<file path="config.mk">
export PLATFORM = sky130hd
export DESIGN_NAME = tag_lookup_sched
export DESIGN_NICKNAME = d
export VERILOG_FILES = /design/src/rtl/dram_cache_pkg.sv /design/src/rtl/inflight_fifo.sv /design/src/rtl/tag_lookup_sched.sv
export SDC_FILE = /design/constraint.sdc
export NUM_CORES = 1
export LEC_CHECK = 0
export BUFFER_PORTS_ARGS = -buffer_cell sky130_fd_sc_hd__buf_2
export CAP_MARGIN = 20
export CORE_ASPECT_RATIO = 2
export CORE_MARGIN = 4
export CORE_UTILIZATION = 35
export CTS_CLUSTER_SIZE = 25
export DETAILED_ROUTE_END_ITERATION = 16
export SYNTH_ARGS = -nofsm -noshare
export SYNTH_HDL_FRONTEND = slang
export SYNTH_SLANG_ARGS = --single-unit
</file>
<file path="constraint.sdc">
create_clock -name clk -period 8 [get_ports clk]
set_clock_uncertainty 0.1 [all_clocks]
set_input_delay 1.6 -clock clk [delete_from_list [all_inputs] [get_ports clk]]
set_output_delay 1.6 -clock clk [all_outputs]
set_load 0.01 [all_outputs]
</file>
<file path="src/rtl/dram_cache_pkg.sv">
// Shared widths, request field positions and result classes
// for the DRAM-cache tag lookup scheduler.
package dram_cache_pkg;

  localparam int REQ_W  = 81;
  localparam int TAG_W  = 8;
  localparam int IDX_W  = 8;
  localparam int DATA_W = 64;

  localparam int WR_BIT = 80;
  localparam int WD_HI  = 79;
  localparam int WD_LO  = 16;
  localparam int TAG_HI = 15;
  localparam int TAG_LO = 8;
  localparam int IDX_HI = 7;
  localparam int IDX_LO = 0;

  localparam int MAX_OUT_DEF = 4;

  typedef enum logic [1:0] {
    CLS_RD_HIT  = 2'b00,
    CLS_RD_MISS = 2'b01,
    CLS_WR_HIT  = 2'b10,
    CLS_WR_MISS = 2'b11
  } cls_e;

  function automatic cls_e classify(
    input logic wr,
    input logic hit
  );
    return cls_e'({wr, ~hit});
  endfunction

endpackage

</file>
<file path="src/rtl/inflight_fifo.sv">
// Synchronous FIFO holding requests whose tag read is outstanding.
// Push on full and pop on empty are ignored.
module inflight_fifo #(
  parameter int WIDTH = 81,
  parameter int DEPTH = 4,
  localparam int AW = $clog2(DEPTH),
  localparam int CW = AW + 1
) (
  input  logic             clk,
  input  logic             rst,
  input  logic             push,
  input  logic [WIDTH-1:0] push_data,
  input  logic             pop,
  output logic [WIDTH-1:0] pop_data,
  output logic             full,
  output logic             empty,
  output logic [CW-1:0]    count
);

  logic [WIDTH-1:0] mem [DEPTH];
  logic [AW-1:0]    wr_ptr;
  logic [AW-1:0]    rd_ptr;
  logic [CW-1:0]    cnt;
  logic             do_push;
  logic             do_pop;

  assign full     = (cnt == CW'(DEPTH));
  assign empty    = (cnt == '0);
  assign count    = cnt;
  assign pop_data = mem[rd_ptr];
  assign do_push  = push && !full;
  assign do_pop   = pop && !empty;

  // Pointer and occupancy bookkeeping
  always_ff @(posedge clk) begin
    if (rst) begin
      wr_ptr <= '0;
      rd_ptr <= '0;
      cnt    <= '0;
    end else begin
      if (do_push) wr_ptr <= wr_ptr + AW'(1);
      if (do_pop)  rd_ptr <= rd_ptr + AW'(1);
      cnt <= cnt + CW'(do_push) - CW'(do_pop);
    end
  end

  // Storage write; contents are only visible through valid pointers
  always_ff @(posedge clk) begin
    if (do_push) mem[wr_ptr] <= push_data;
  end

endmodule

</file>
<file path="src/rtl/tag_lookup_sched.sv">
// Issues tag-array reads for host requests, matches in-order
// responses against the request tag and emits a hit/miss class.
module tag_lookup_sched
  import dram_cache_pkg::*;
#(
  parameter int MAX_OUT = MAX_OUT_DEF
) (
  input  logic              clk,
  input  logic              rst,
  input  logic              req_valid_i,
  output logic              req_ready_o,
  input  logic [REQ_W-1:0]  req_data_i,
  output logic              ar_valid_o,
  input  logic              ar_ready_i,
  output logic [IDX_W-1:0]  ar_idx_o,
  input  logic              rvalid_i,
  output logic              rready_o,
  input  logic [TAG_W-1:0]  rtag_i,
  input  logic [DATA_W-1:0] rdata_i,
  output logic              out_valid_o,
  input  logic              out_ready_i,
  output logic [1:0]        out_class_o,
  output logic [REQ_W-1:0]  out_req_o,
  output logic [DATA_W-1:0] out_rdata_o,
  output logic [3:0]        inflight_o,
  output logic [15:0]       hit_cnt_o,
  output logic [15:0]       miss_cnt_o,
  output logic              err_o
);

  localparam int CW = $clog2(MAX_OUT) + 1;

  logic              ar_v;
  logic [REQ_W-1:0]  ar_req;
  logic              out_v;
  cls_e              out_cls;
  logic [REQ_W-1:0]  out_req;
  logic [DATA_W-1:0] out_rdata;
  logic [CW-1:0]     cnt;
  logic              f_full;
  logic              f_empty;
  logic [REQ_W-1:0]  head;
  logic              room;
  logic              req_hs;
  logic              ar_hs;
  logic              r_hs;
  logic              pop;
  logic              out_hs;
  logic              hit;
  logic              err;
  logic [15:0]       hit_cnt;
  logic [15:0]       miss_cnt;

  assign room        = (int'(cnt) + int'(ar_v)) < MAX_OUT;
  assign req_ready_o = !rst && (!ar_v || ar_ready_i) && room;
  assign ar_valid_o  = !rst && ar_v;
  assign rready_o    = !rst && (!out_v || out_ready_i);
  assign out_valid_o = !rst && out_v;

  assign req_hs = req_valid_i && req_ready_o;
  assign ar_hs  = ar_valid_o && ar_ready_i;
  assign r_hs   = rvalid_i && rready_o;
  assign pop    = r_hs && !f_empty;
  assign out_hs = out_valid_o && out_ready_i;
  assign hit    = (rtag_i == head[TAG_HI:TAG_LO]);

  assign ar_idx_o    = ar_req[IDX_HI:IDX_LO];
  assign out_class_o = out_cls;
  assign out_req_o   = out_req;
  assign out_rdata_o = out_rdata;
  assign inflight_o  = 4'(cnt);
  assign hit_cnt_o   = hit_cnt;
  assign miss_cnt_o  = miss_cnt;
  assign err_o       = err;

  inflight_fifo #(
    .WIDTH (REQ_W),
    .DEPTH (MAX_OUT)
  ) u_fifo (
    .clk       (clk),
    .rst       (rst),
    .push      (ar_hs),
    .push_data (ar_req),
    .pop       (pop),
    .pop_data  (head),
    .full      (f_full),
    .empty     (f_empty),
    .count     (cnt)
  );

  // AR stage: refill in the same cycle it drains
  always_ff @(posedge clk) begin
    if (rst) begin
      ar_v   <= 1'b0;
      ar_req <= '0;
    end else if (req_hs) begin
      ar_v   <= 1'b1;
      ar_req <= req_data_i;
    end else if (ar_hs) begin
      ar_v   <= 1'b0;
    end
  end

  // Output stage: capture the classified response
  always_ff @(posedge clk) begin
    if (rst) begin
      out_v     <= 1'b0;
      out_cls   <= CLS_RD_HIT;
      out_req   <= '0;
      out_rdata <= '0;
    end else if (pop) begin
      out_v     <= 1'b1;
      out_cls   <= classify(head[WR_BIT], hit);
      out_req   <= head;
      out_rdata <= rdata_i;
    end else if (out_hs) begin
      out_v     <= 1'b0;
    end
  end

  // Sticky error for responses with nothing outstanding
  always_ff @(posedge clk) begin
    if (rst) begin
      err <= 1'b0;
    end else if (r_hs && f_empty) begin
      err <= 1'b1;
    end
  end

  // Hit/miss statistics counted at output handshake
  always_ff @(posedge clk) begin
    if (rst) begin
      hit_cnt  <= '0;
      miss_cnt <= '0;
    end else if (out_hs) begin
      if (out_cls[0]) miss_cnt <= miss_cnt + 16'd1;
      else            hit_cnt  <= hit_cnt + 16'd1;
    end
  end

  logic unused;
  assign unused = f_full;

endmodule

</file>
# Yosys cells after proc, flatten, opt, wreduce, memory -nomap -nowiden

Memories as Yosys holds them, arrays and structs flattened. A register that Yosys moved wholly into a read port is not among the register bits.
Index checks and enable logic that the tools add are counted.

Bits in registers: 270
Memory bits (writable): 324
Bits of input ports: 159
Output and inout port bits: 196
Word-level logic and storage cells: 58
Memories kept: 1

Memory list:

| memory     | depth | width | rd ports | clocked after Yosys merged registers in | write ports | line                | source |
|---|---|---|---|---|---|---|---|
| u_fifo.mem | 4     | 81    | 1        | 1                                       | 1           | inflight_fifo.sv:20 | `logic [WIDTH-1:0] mem [DEPTH];` |

$add $sub $neg: 7
Magnitude comparators: 1
Equality and inequality tests: 2
Muxes and demuxes: 8
Bitwise operators: 2
Reductions and logical operators: 25

Operators with widths:

| kind                  | count |
|---|---|
| $add 16x1->16 const B | 2 |
| $logic_and 1x1->1     | 13 |
| $eq 8x8->1            | 1 |
| $mux 1                | 6 |
| $logic_not 1->1       | 5 |
| $add 2x1->2 const B   | 2 |
| $add 3x1->4           | 1 |
| $lt 4x3->1 const B    | 1 |
| $mux 2                | 2 |
| $reduce_and 2->1      | 2 |
| $reduce_bool 2->1     | 2 |
| $add 3x1->3           | 1 |
| $eq 3x3->1 const B    | 1 |
| $logic_not 3->1       | 1 |
| $sub 3x1->3           | 1 |
| $logic_or 1x1->1      | 2 |
| $not 1->1             | 2 |

# Logic depth before layout (Yosys ltp)

Gate-level depths: netlist of run 1.

Depth after elaboration: 8
Depth in mapped cells: 12
Gate-level depth less buffers: 9

# Modules after synthesis

A second synthesis of run 1 with hierarchy kept.

Cells, all modules: 1665
Area total of the unflattened synthesis: 21856.0 um^2

By module, submodules not included:

| module           | times used | cells each | area each (um^2) | sequential area each (um^2) |
|---|---|---|---|---|
| inflight_fifo    | 1          | 474        | 12240.5          | 9909.5 |
| tag_lookup_sched | 1          | 1191       | 9615.5           | 5245.0 |

# Worst setup path after synthesis of run 1

Ideal clock, no wire load.

Path kind: input port to flip-flop
Start: in rst
End: mem u_fifo.mem[0][0], enable pin
Setup time: 0.448 ns
Arrival time: 4.338 ns
Data required time: 7.452 ns
Path slack: 3.114 ns
Stages on the path: 5
Buffers on the path: 2
Cell sequence: buf_2 nor2b_1 o311a_1 clkbuf_1 and2_1

Longest elaborated chain between the ends: 6

RTL lines:

| element                      | line                   | source |
|---|---|---|
| from (decl)                  | tag_lookup_sched.sv:9  | `input logic rst,` |
| $logic_not 1->1              | tag_lookup_sched.sv:56 | `assign ar_valid_o = !rst && ar_v;` |
| $logic_and 1x1->1            | tag_lookup_sched.sv:56 |  |
| named net ar_valid_o         | tag_lookup_sched.sv:13 | `output logic ar_valid_o,` |
| $logic_and 1x1->1            | tag_lookup_sched.sv:61 | `assign ar_hs = ar_valid_o && ar_ready_i;` |
| $logic_and 1x1->1            | inflight_fifo.sv:31    | `assign do_push = push && !full;` |
| named net u_fifo.do_push     | inflight_fifo.sv:24    | `logic do_push;` |
| $mux 1                       | inflight_fifo.sv:49    | `if (do_push) mem[wr_ptr] <= push_data;` |
| $mux 1 (not written as such) | inflight_fifo.sv:49    |  |
| to (decl)                    | inflight_fifo.sv:20    |  |

The timed path passes the listed nets, and every way through them passes these cells.

# Worst setup path after layout of run 1

Start: in rst
End: out req_ready_o

Longest elaborated chain between the ends: 3

RTL lines:

| element                         | line                   | source |
|---|---|---|
| $logic_not 1->1                 | tag_lookup_sched.sv:55 | `assign req_ready_o = !rst && (!ar_v \|\| ar_ready_i) && room;` |
| $logic_and 1x1->1 (2 in series) | tag_lookup_sched.sv:55 |  |
| to (decl)                       | tag_lookup_sched.sv:11 | `output logic req_ready_o,` |

No other way between the ends.

==> flow_summary.yaml, run 1 <==
status:
  status: "completed"
hold_path:
  hp-class: "reg -> reg"
sta:
  period_minus_slack_ps: 5301
  timing.fmax_mhz: 188.6
  worst_slew_pin_slew_ps: 1029
  finalHoldViolCount: 0
  fin_crit_sh_pct: 66.27
  grt_setup_unrepaired: "false"
  setup_tns_ps: 0
  setup_violations: 0
  relSlewSlack_pct: 31.42
  final_max_slew_viol_count: 0
layout:
  drive_gt1_share_pct: 27.36
  fillers: 5827
  areaGrowthSynthToFinish_pct: 18.54
  final_cell_area_mm2: 0.02599
  final_net_count: 2139
  diodes: 0
power:
  power_density_mw_per_mm2: 264.5
  vdd_drop_max_uv: 235.6
  p_leak_uw: 0.009253
route:
  avgViaCountPerCell: 5.111
  wl_per_cell_um: 20.44
  wl_met1_um: 22170
  routed-via-count: 14310
  wl_met3_um: 3098
  route.met2.wl_um: 30230
  first_pass_iters: 4
  routed.top_layer: "met5"
  drt_iter0_drc: 773
  antenna_left: 0
  drcViolationCount: 0
  wl_um: 57240
cts:
  cts_setup_buffers: 0
  root_buffer: "clkbuf_16"
  clk_latency_ps: 590
  htreeDepth: 2
  cts_inserted_buffers: 53
  clock_sinks: 595
  holdBufCountCts: 0
  path_clk_slew_ps: 60
  clockBufferDepth: 3
  cts_tree: "built"
  ctsResizeCount: 0
synthesis:
  netlist.area_leader.share_pct: 44.38
  synthDistinctLibCells: 44
  synth_ff_type: "edfxtp_1"
  synth_most_common_cell: "edfxtp_1"
  yosysSeqAreaShare_pct: 69.13
  ys_warn_count: 0
  synth_top_area_cell: "edfxtp_1"
  synth-edff-count: 324
  async_reset_ff_share_pct: 0
  syn-num-nets: 1847
  synth_area_mm2: 0.02192
  synth_area_per_cell_um2: 13.06
  ys_top_cells_by_count: "edfxtp_1, nand2_1, dfxtp_1, a21oi_1, o21ai_0"
  synthTopCellsByArea: "edfxtp_1, dfxtp_1, mux4_2"
  netlist_instances: 1678
  ys_ff_latch: 595
setup_path:
  worstPathRequired_ps: 6300
  worstSetupPathType: "in -> out"
  endpoint_kind: "output port"
  arrival_ps: 3600
  start_kind: "primary input"
  crit_path_max_fanout: 117
die:
  placeableCoreArea_mm2: 0.06198
  start_util_pct: 35.37
  ios: 355
  dieArea_mm2: 0.06695
  die_w_um: 185.0
  rows: 129
  dieHeight_um: 361.9
job:
  drv_cap: 0
grt:
  antenna_found_initial: 1
  gr-total-overflow: 0
  grt_max_degree: 118
  grt_pass1_wl_um: 85570
  grt_util_all_layers_pct: 16.50
  grt_pass1_vias: 14750
place:
  portBuffers: 353
  dp_hpwl_um: 36360
  placed_area_mm2: 0.02417
  gp_congestion: 0.7486
## cells by family (layout without fill, tap and decap cells)
kind of cell,count (synthesis),in the layout,synth area share (%)
muxes,82,82,8.367
adders and majority gates,10,10,0.6050
and+or+nand+nor,469,469,9.315
other,1,1,0.01711
DFF,595,595,69.13
xor gates and xnor gates,25,25,0.9988
AOI/OAI and AO/OA,351,351,8.321
buffers and inverters,145,481,3.247
## worst paths after layout
path | from | endpoint | slack (ps) | depth (start not counted)
setup / recovery | rst | req_ready_o | 2700 | 5
hold / removal | out_req_o[6]$_SDFFE_PP0P_ | out_req_o[6]$_SDFFE_PP0P_ | 350 | 2
setup reg to reg | u_fifo.count[0]$_SDFF_PP0_ | u_fifo.count[1]$_SDFF_PP0_ | 4650 | 8
hold reg to reg | out_req_o[6]$_SDFFE_PP0P_ | out_req_o[6]$_SDFFE_PP0P_ | 350 | 2
## per-layer routing
| metal | vias to the layer above | global-route usage [%] |
|---|---|---|
| met1 | 7126 | 19.05 |
| li1 | 6680 | - |
| met5 | - | 0 |
| met2 | 415 | 30.64 |
| met3 | 87 | 2.689 |
| met4 | 2 | 5.575 |
## cell usage in the layout (no fill, tap or decap), types with 5 or more instances in the layout
cell	n
nor2_1	25
nor2b_1	6
a21oi_1	240
nand4_1	17
bufinv_16	7
clkbuf_1	7
ha_1	9
edfxtp_1	324
o31ai_1	5
nand2_1	299
dfxtp_1	269
buf_4	16
xor2_1	23
o21ai_0	91
clkbuf_16	54
mux4_2	81
buf_2	351
nand3_1	88
inv_1	10
clkinv_2	12
or3_1	9
inv_6	5
## power breakdown
part / switching, uW / internal [uW]
clock network: 1140 / 1500
registers: 116 / 3350
logic: 476 / 284
total: 1740 / 5140
## registers in the layout (all words and copies together), names as in the netlist, named ones only
signal         cells
hit_cnt_o         16
out_class_o        2
u_fifo.rd_ptr      2
u_fifo.count       3
u_fifo.mem       324
miss_cnt_o        16
out_req_o         80
ar_req            81
u_fifo.wr_ptr      2
ar_v               1
out_rdata_o       64
out_v              1
err_o              1
## through the flow
stage	cells	hold WS (ps)	power [uW]	worst slack, ps	util [%]
2_1_floorplan	1678	353.8	4019	3114	-
3_3_place_gp	2700	338.3	4301	2709	39.00
3_5_place_dp	2700	343.5	4322	2678	39.00
4_1_cts	2799	352.3	6986	2676	41.92
5_1_grt	2800	362.6	7179	2527	41.93
6_report	2800	350.6	6873	2699	41.93
## area by class of cell
cell class	instances	area, um^2	share of cell area (%)
tap	786	983.4	3.784
clock inverter	36	404.1	1.555
sequential	595	15160	58.34
timing repair buffer	369	1897	7.299
clock buffer	63	1405	5.407
multi-input combinational	938	6081	23.40
inverter	13	55.05	0.2118
## worst max-delay path, cell delays in order
cell      delay, ps
buf_8           540
inv_1           310
o221ai_4        150
clkinv_2        580
buf_2           370
Power figures use the tool's default switching activity.
==> inputs of run 2 (changes only) <==
--- a/config.mk
+++ b/config.mk
@@ -5,6 +5,7 @@
 export SDC_FILE = /design/constraint.sdc
 export NUM_CORES = 1
 export LEC_CHECK = 0
+export ABC_AREA = 1
 export BUFFER_PORTS_ARGS = -buffer_cell sky130_fd_sc_hd__buf_2
 export CAP_MARGIN = 20
 export CORE_ASPECT_RATIO = 2
==> constraint.sdc (replaced) <==
create_clock -name clk -period 4.3 [get_ports clk]
set_clock_uncertainty 0.1 [all_clocks]
set_input_delay 0.86 -clock clk [delete_from_list [all_inputs] [get_ports clk]]
set_output_delay 0.86 -clock clk [all_outputs]
set_load 0.01 [all_outputs]
==> run 2 against run 1 <==
  * Total power increased by 93%
  * Critical path depth increased by 2
  * Sequential share of layout area decreased by 1.7 points
  * Synthesized area increased by 3.6%
  * Routed wire length increased by 5.5%
  * Final cell count increased by 24%
  * First-iteration DRC count increased by 5.2%
  * Register-to-register slack got worse by 3000 ps
  * Clock power increased by 80%
  * Clock-buffer cell count increased by 3
  * Critical path type unchanged
  * Critical endpoint unchanged
  * Highest routed layer unchanged
==> flow_summary.yaml, run 2 <==
status:
  status: "completed"
cts:
  cts_inserted_buffers: 53
  clock_sinks: 595
  cts_setup_buffers: 0
  ctsResizeCount: 0
  clk_latency_ps: 590
  clockBufferDepth: 3
  cts_tree: "built"
  path_clk_slew_ps: 60
  root_buffer: "clkbuf_16"
  htreeDepth: 2
  holdBufCountCts: 0
die:
  die_w_um: 188.2
  dieHeight_um: 368.3
  dieArea_mm2: 0.06930
  start_util_pct: 35.45
  ios: 355
  placeableCoreArea_mm2: 0.06409
  rows: 131
sta:
  fin_crit_sh_pct: 66.38
  worst_slew_pin_slew_ps: 1127
  setup_violations: 0
  setup_ws_ps: 1446
  final_max_slew_viol_count: 0
  finalHoldViolCount: 0
  timing.hold.ws_ps: 387.5
  period_minus_slack_ps: 2854
  relSlewSlack_pct: 24.85
  grt_setup_unrepaired: "false"
  setup_tns_ps: 0
  timing.fmax_mhz: 350.3
layout:
  final_net_count: 2740
  final_common_cell: "nor2_1"
  largest_reg_flops: 324
  top_register: "u_fifo.mem"
  fillers: 6129
  drive_gt1_share_pct: 18.29
  areaGrowthSynthToFinish_pct: 17.83
  layout_common_cells: "nor2_1, buf_2, edfxtp_1"
  final_cells: 3480
route:
  antenna_left: 0
  first_pass_iters: 4
  wl_um: 60380
  avgViaCountPerCell: 4.739
  wl_per_cell_um: 17.35
  drt_iter0_drc: 813
  routed-via-count: 16490
  drcViolationCount: 0
synthesis:
  synth_ff_type: "edfxtp_1"
  netlist.area_leader.share_pct: 42.82
  netlist_instances: 2289
  synth_top_area_cell: "edfxtp_1"
  synth_area_mm2: 0.02272
  yosysSeqAreaShare_pct: 66.70
  synth_area_per_cell_um2: 9.925
  syn-num-nets: 2458
  ys_warn_count: 0
  ys_ff_latch: 595
  synthDistinctLibCells: 41
  synth_most_common_cell: "nor2_1"
  synth-edff-count: 324
  ys_top_cells_by_count: "nor2_1, edfxtp_1, dfxtp_1, nand2_1, o21ai_0"
  async_reset_ff_share_pct: 0
  synthTopCellsByArea: "edfxtp_1, dfxtp_1, nor2_1"
power:
  power_density_mw_per_mm2: 496.3
  power_uw: 13290
  p_leak_uw: 0.01100
  vdd_drop_max_uv: 334.0
place:
  placedCellCount: 3380
  portBuffers: 353
  dp_hpwl_um: 36530
  place_worst_setup_slack_ps: 1105
  gp_congestion: 0.8164
grt:
  grt_pass1_vias: 16470
  antenna_found_initial: 4
  gr-total-overflow: 0
  grt_util_all_layers_pct: 16.66
  grt_max_degree: 250
  grt_pass1_wl_um: 92080
setup_path:
  start_kind: "primary input"
  arrival_ps: 1890
  crit_top_cell: "buf_2"
  cp_num_cells: 7
  crit_path_max_fanout: 24
  worstSetupPathType: "in -> out"
  worstPathRequired_ps: 3340
  cpPeakStageDelay_ps: 280
  crit_chain: "buf_2 -> inv_8 -> o21ai_1 -> a31oi_1 -> nand2_1 -> nor2_1 -> buf_2"
  path_buf_inv: 3
  crit_family: "buffers and inverters"
  endpoint_kind: "output port"
  r2r_cells: 4
  cpMaxStageDelayCell: "buf_2"
hold_path:
  hp-class: "reg -> reg"
  hold_path_depth: 1
job:
  drv_cap: 0
==> run 2: cell types whose count changed after synthesis, sizes merged, moves of 26 or more <==
cell / delta
buf: +26
nor2: +602
o21ai: +222
mux4: -81
nand2: -27
a21oi: -197
nand3: -54
inv: +121
a31oi: +72
==> run 2: layout make-up <==
type / instances / area [um^2] / area share (%)
clock inverters: 32 / 296.5 / 1.108
inverters: 136 / 524.3 / 1.958
well taps: 864 / 1081 / 4.038
flip-flops and latches: 595 / 15160 / 56.64
repair buffers: 369 / 1974 / 7.375
clock buffers: 66 / 1425 / 5.323
diodes: 2 / 5.005 / 0.01870
multi-input cells: 1416 / 6302 / 23.54
==> run 2: logic make-up (layout without fill, tap and decap cells) <==
logic type | after synthesis | after routing | synth area share (%)
AO/OA/AOI/OAI | 435 | 435 | 10.06
XOR/XNOR | 10 | 10 | 0.3855
adder cells (fa/ha/maj) | 10 | 10 | 0.5838
buffers and inverters | 278 | 603 | 5.689
flip-flops | 595 | 595 | 66.70
other | 1 | 3 | 0.01651
AND/OR/NAND/NOR | 960 | 960 | 16.57
==> run 2: final timing paths <==
kind	startpoint	to	slack [ps]
worst max register to register	flip-flop	out_req_o[50]$_SDFFE_PP0P_	1650
worst min register to register	u_fifo.rd_ptr[0]$_SDFFE_PP0P_	u_fifo.rd_ptr[0]$_SDFFE_PP0P_	390
worst min-delay path	u_fifo.rd_ptr[0]$_SDFFE_PP0P_	u_fifo.rd_ptr[0]$_SDFFE_PP0P_	390
worst max-delay path	rst	req_ready_o	1450
==> run 2: where the power goes <==
| group | internal [uW] | total (uW) | switching [uW] |
|---|---|---|---|
| registers | 6430 | 6780 | 352 |
| clock network | 2650 | 4740 | 2090 |
| logic | 604 | 1760 | 1150 |
| total | 9690 | 13300 | 3600 |
==> run 2: routing by layer <==
| metal | track usage [%] | wire, um |
|---|---|---|
| met1 | 18.86 | 23330 |
| met2 | 30.41 | 30750 |
| met3 | 3.424 | 4048 |
| met4 | 6.697 | 2226 |
| met5 | 0 | 24 |
==> run 2: metrics by stage <==
stage	cell area, um^2	utilization (%)
3_5_place_dp	25040	39.08
5_1_grt	26770	41.77
4_1_cts	26770	41.76
2_1_floorplan	22720	-
6_report	26770	41.77
3_3_place_gp	25040	39.08
==> inputs of run 3 (changes only) <==
==> constraint.sdc (replaced) <==
create_clock -name clk -period 2.3 [get_ports clk]
set_clock_uncertainty 0.1 [all_clocks]
set_input_delay 0.46 -clock clk [delete_from_list [all_inputs] [get_ports clk]]
set_output_delay 0.46 -clock clk [all_outputs]
set_load 0.01 [all_outputs]
==> run 3 against run 2 <==
  * Final area rose by 6.1%
  * Die area did not move
  * Routed wire length rose by 0.90%
  * Clock-buffer cell count rose by 1
  * Critical endpoint unchanged
  * Highest routed layer is now met4
==> flow_summary.yaml, run 3 (synthesized netlist as in run 2, its figures left out) <==
route:
  avgViaCountPerCell: 4.677
  drcViolationCount: 0
  routed-via-count: 16930
  wl_um: 60920
  antenna_left: 0
  drt_iter0_drc: 850
  first_pass_iters: 5
  wl_per_cell_um: 16.82
status:
  status: "completed"
layout:
  areaGrowthSynthToFinish_pct: 25.03
  final_common_cell: "nor2_1"
  top_register: "u_fifo.mem"
  drive_gt1_share_pct: 18.79
  largest_reg_flops: 324
  layout_common_cells: "nor2_1, buf_2, edfxtp_1"
  diodes: 0
  final_net_count: 2884
  post-route-util_pct: 44.32
sta:
  grt_setup_unrepaired: "false"
  period_minus_slack_ps: 2228
  fin_crit_sh_pct: 96.88
  timing.hold.ws_ps: 29.85
  finalHoldViolCount: 0
  relSlewSlack_pct: 36.11
  final_max_slew_viol_count: 0
  timing.fmax_mhz: 448.8
  setup_violations: 0
  worst_slew_pin_slew_ps: 958.3
setup_path:
  arrival_ps: 1670
  endpoint_kind: "output port"
  start_kind: "flip-flop"
  worstPathRequired_ps: 1740
  worstSetupPathType: "reg -> out"
  crit_path_max_fanout: 6
place:
  gp_congestion: 0.8739
  dp_hpwl_um: 38780
  portBuffers: 353
job:
  drv_cap: 0
cts:
  clock_sinks: 595
  clockBufferDepth: 3
  path_clk_slew_ps: 70
  htreeDepth: 2
  root_buffer: "clkbuf_16"
  cts_inserted_buffers: 51
  clk_latency_ps: 600
  cts_tree: "built"
die:
  die_w_um: 188.2
  rows: 131
  ios: 355
  dieArea_mm2: 0.06930
  start_util_pct: 35.45
  placeableCoreArea_mm2: 0.06409
  dieHeight_um: 368.3
grt:
  antenna_found_initial: 0
  grt_max_degree: 151
  grt_pass1_wl_um: 93560
  grt_util_all_layers_pct: 16.86
  grt_pass1_vias: 16910
  gr-total-overflow: 0
power:
  p_leak_uw: 0.01173
  power_density_mw_per_mm2: 889.4
  vdd_drop_max_uv: 611.9
hold_path:
  hp-class: "in -> reg"
## run 3: path summary, 6_finish.rpt
kind	cells after the start	slack, ps	end	from
max	5	70	req_ready_o	u_fifo.count[2]$_SDFF_PP0_
min	3	30	out_rdata_o[26]$_SDFFE_PP0P_	rdata_i[26]
max reg2reg	9	170	u_fifo.count[2]$_SDFF_PP0_	u_fifo.count[1]$_SDFF_PP0_
min reg2reg	2	380	hit_cnt_o[12]$_SDFFE_PP0P_	hit_cnt_o[12]$_SDFFE_PP0P_
## run 3: cell type report
cell class	instances	area, um^2
Multi-Input combinational cell	1416	6330
Fill cell	5896	35680
Sequential cell	595	15170
Tap cell	864	1081
Timing Repair Buffer	515	3558
Clock buffer	67	1440
Clock inverter	28	302.8
Inverter	136	526.8
## run 3: through the flow
step / total power, uW / setup TNS, ps / cell area [um^2] / worst slack [ps] / instances
3_3_place_gp: 16320 / 0 / 25470 / 33.20 / 3407
6_report: 25260 / 0 / 28410 / 71.83 / 3621
5_1_grt: 26440 / 0 / 28410 / 10.86 / 3621
3_5_place_dp: 16410 / 0 / 25470 / 80.18 / 3407
4_1_cts: 25560 / 0 / 28380 / 2.004 / 3619
2_1_floorplan: 14910 / -128090 / 22800 / -411.0 / 2289
## run 3: where the power goes
part           leakage (uW)  internal (uW)  total (uW)  switching [uW]
Sequential          0.00519          12000       12600             590
Clock              0.000860           5100        8960            3860
Combinational       0.00568           1380        3690            2310
Total                0.0117          18500       25300            6760
## run 3: timing repair
item                                    4_1_cts  5_1_grt
setup buffers                                 2        2
gates resized for setup                       1        5
hold buffers                                115        0
endpoints found under the hold margin       115        0
pin swaps                                     1        3
endpoints found under the setup margin        1        5
cloned                                        0        0
## run 3: critical path, cell delays in order, from the launching register on
cell	delay [ps]
dfxtp_2	350
ha_2	170
a31oi_1	200
nand2_1	90
nor2_2	110
buf_2	130
## run 3: routing by layer
metal  part of all wire (%)  track usage, %
met5                      0               0
met4                    4.1           7.318
met3                    5.7           2.609
met2                     50           29.88
met1                     41           20.19
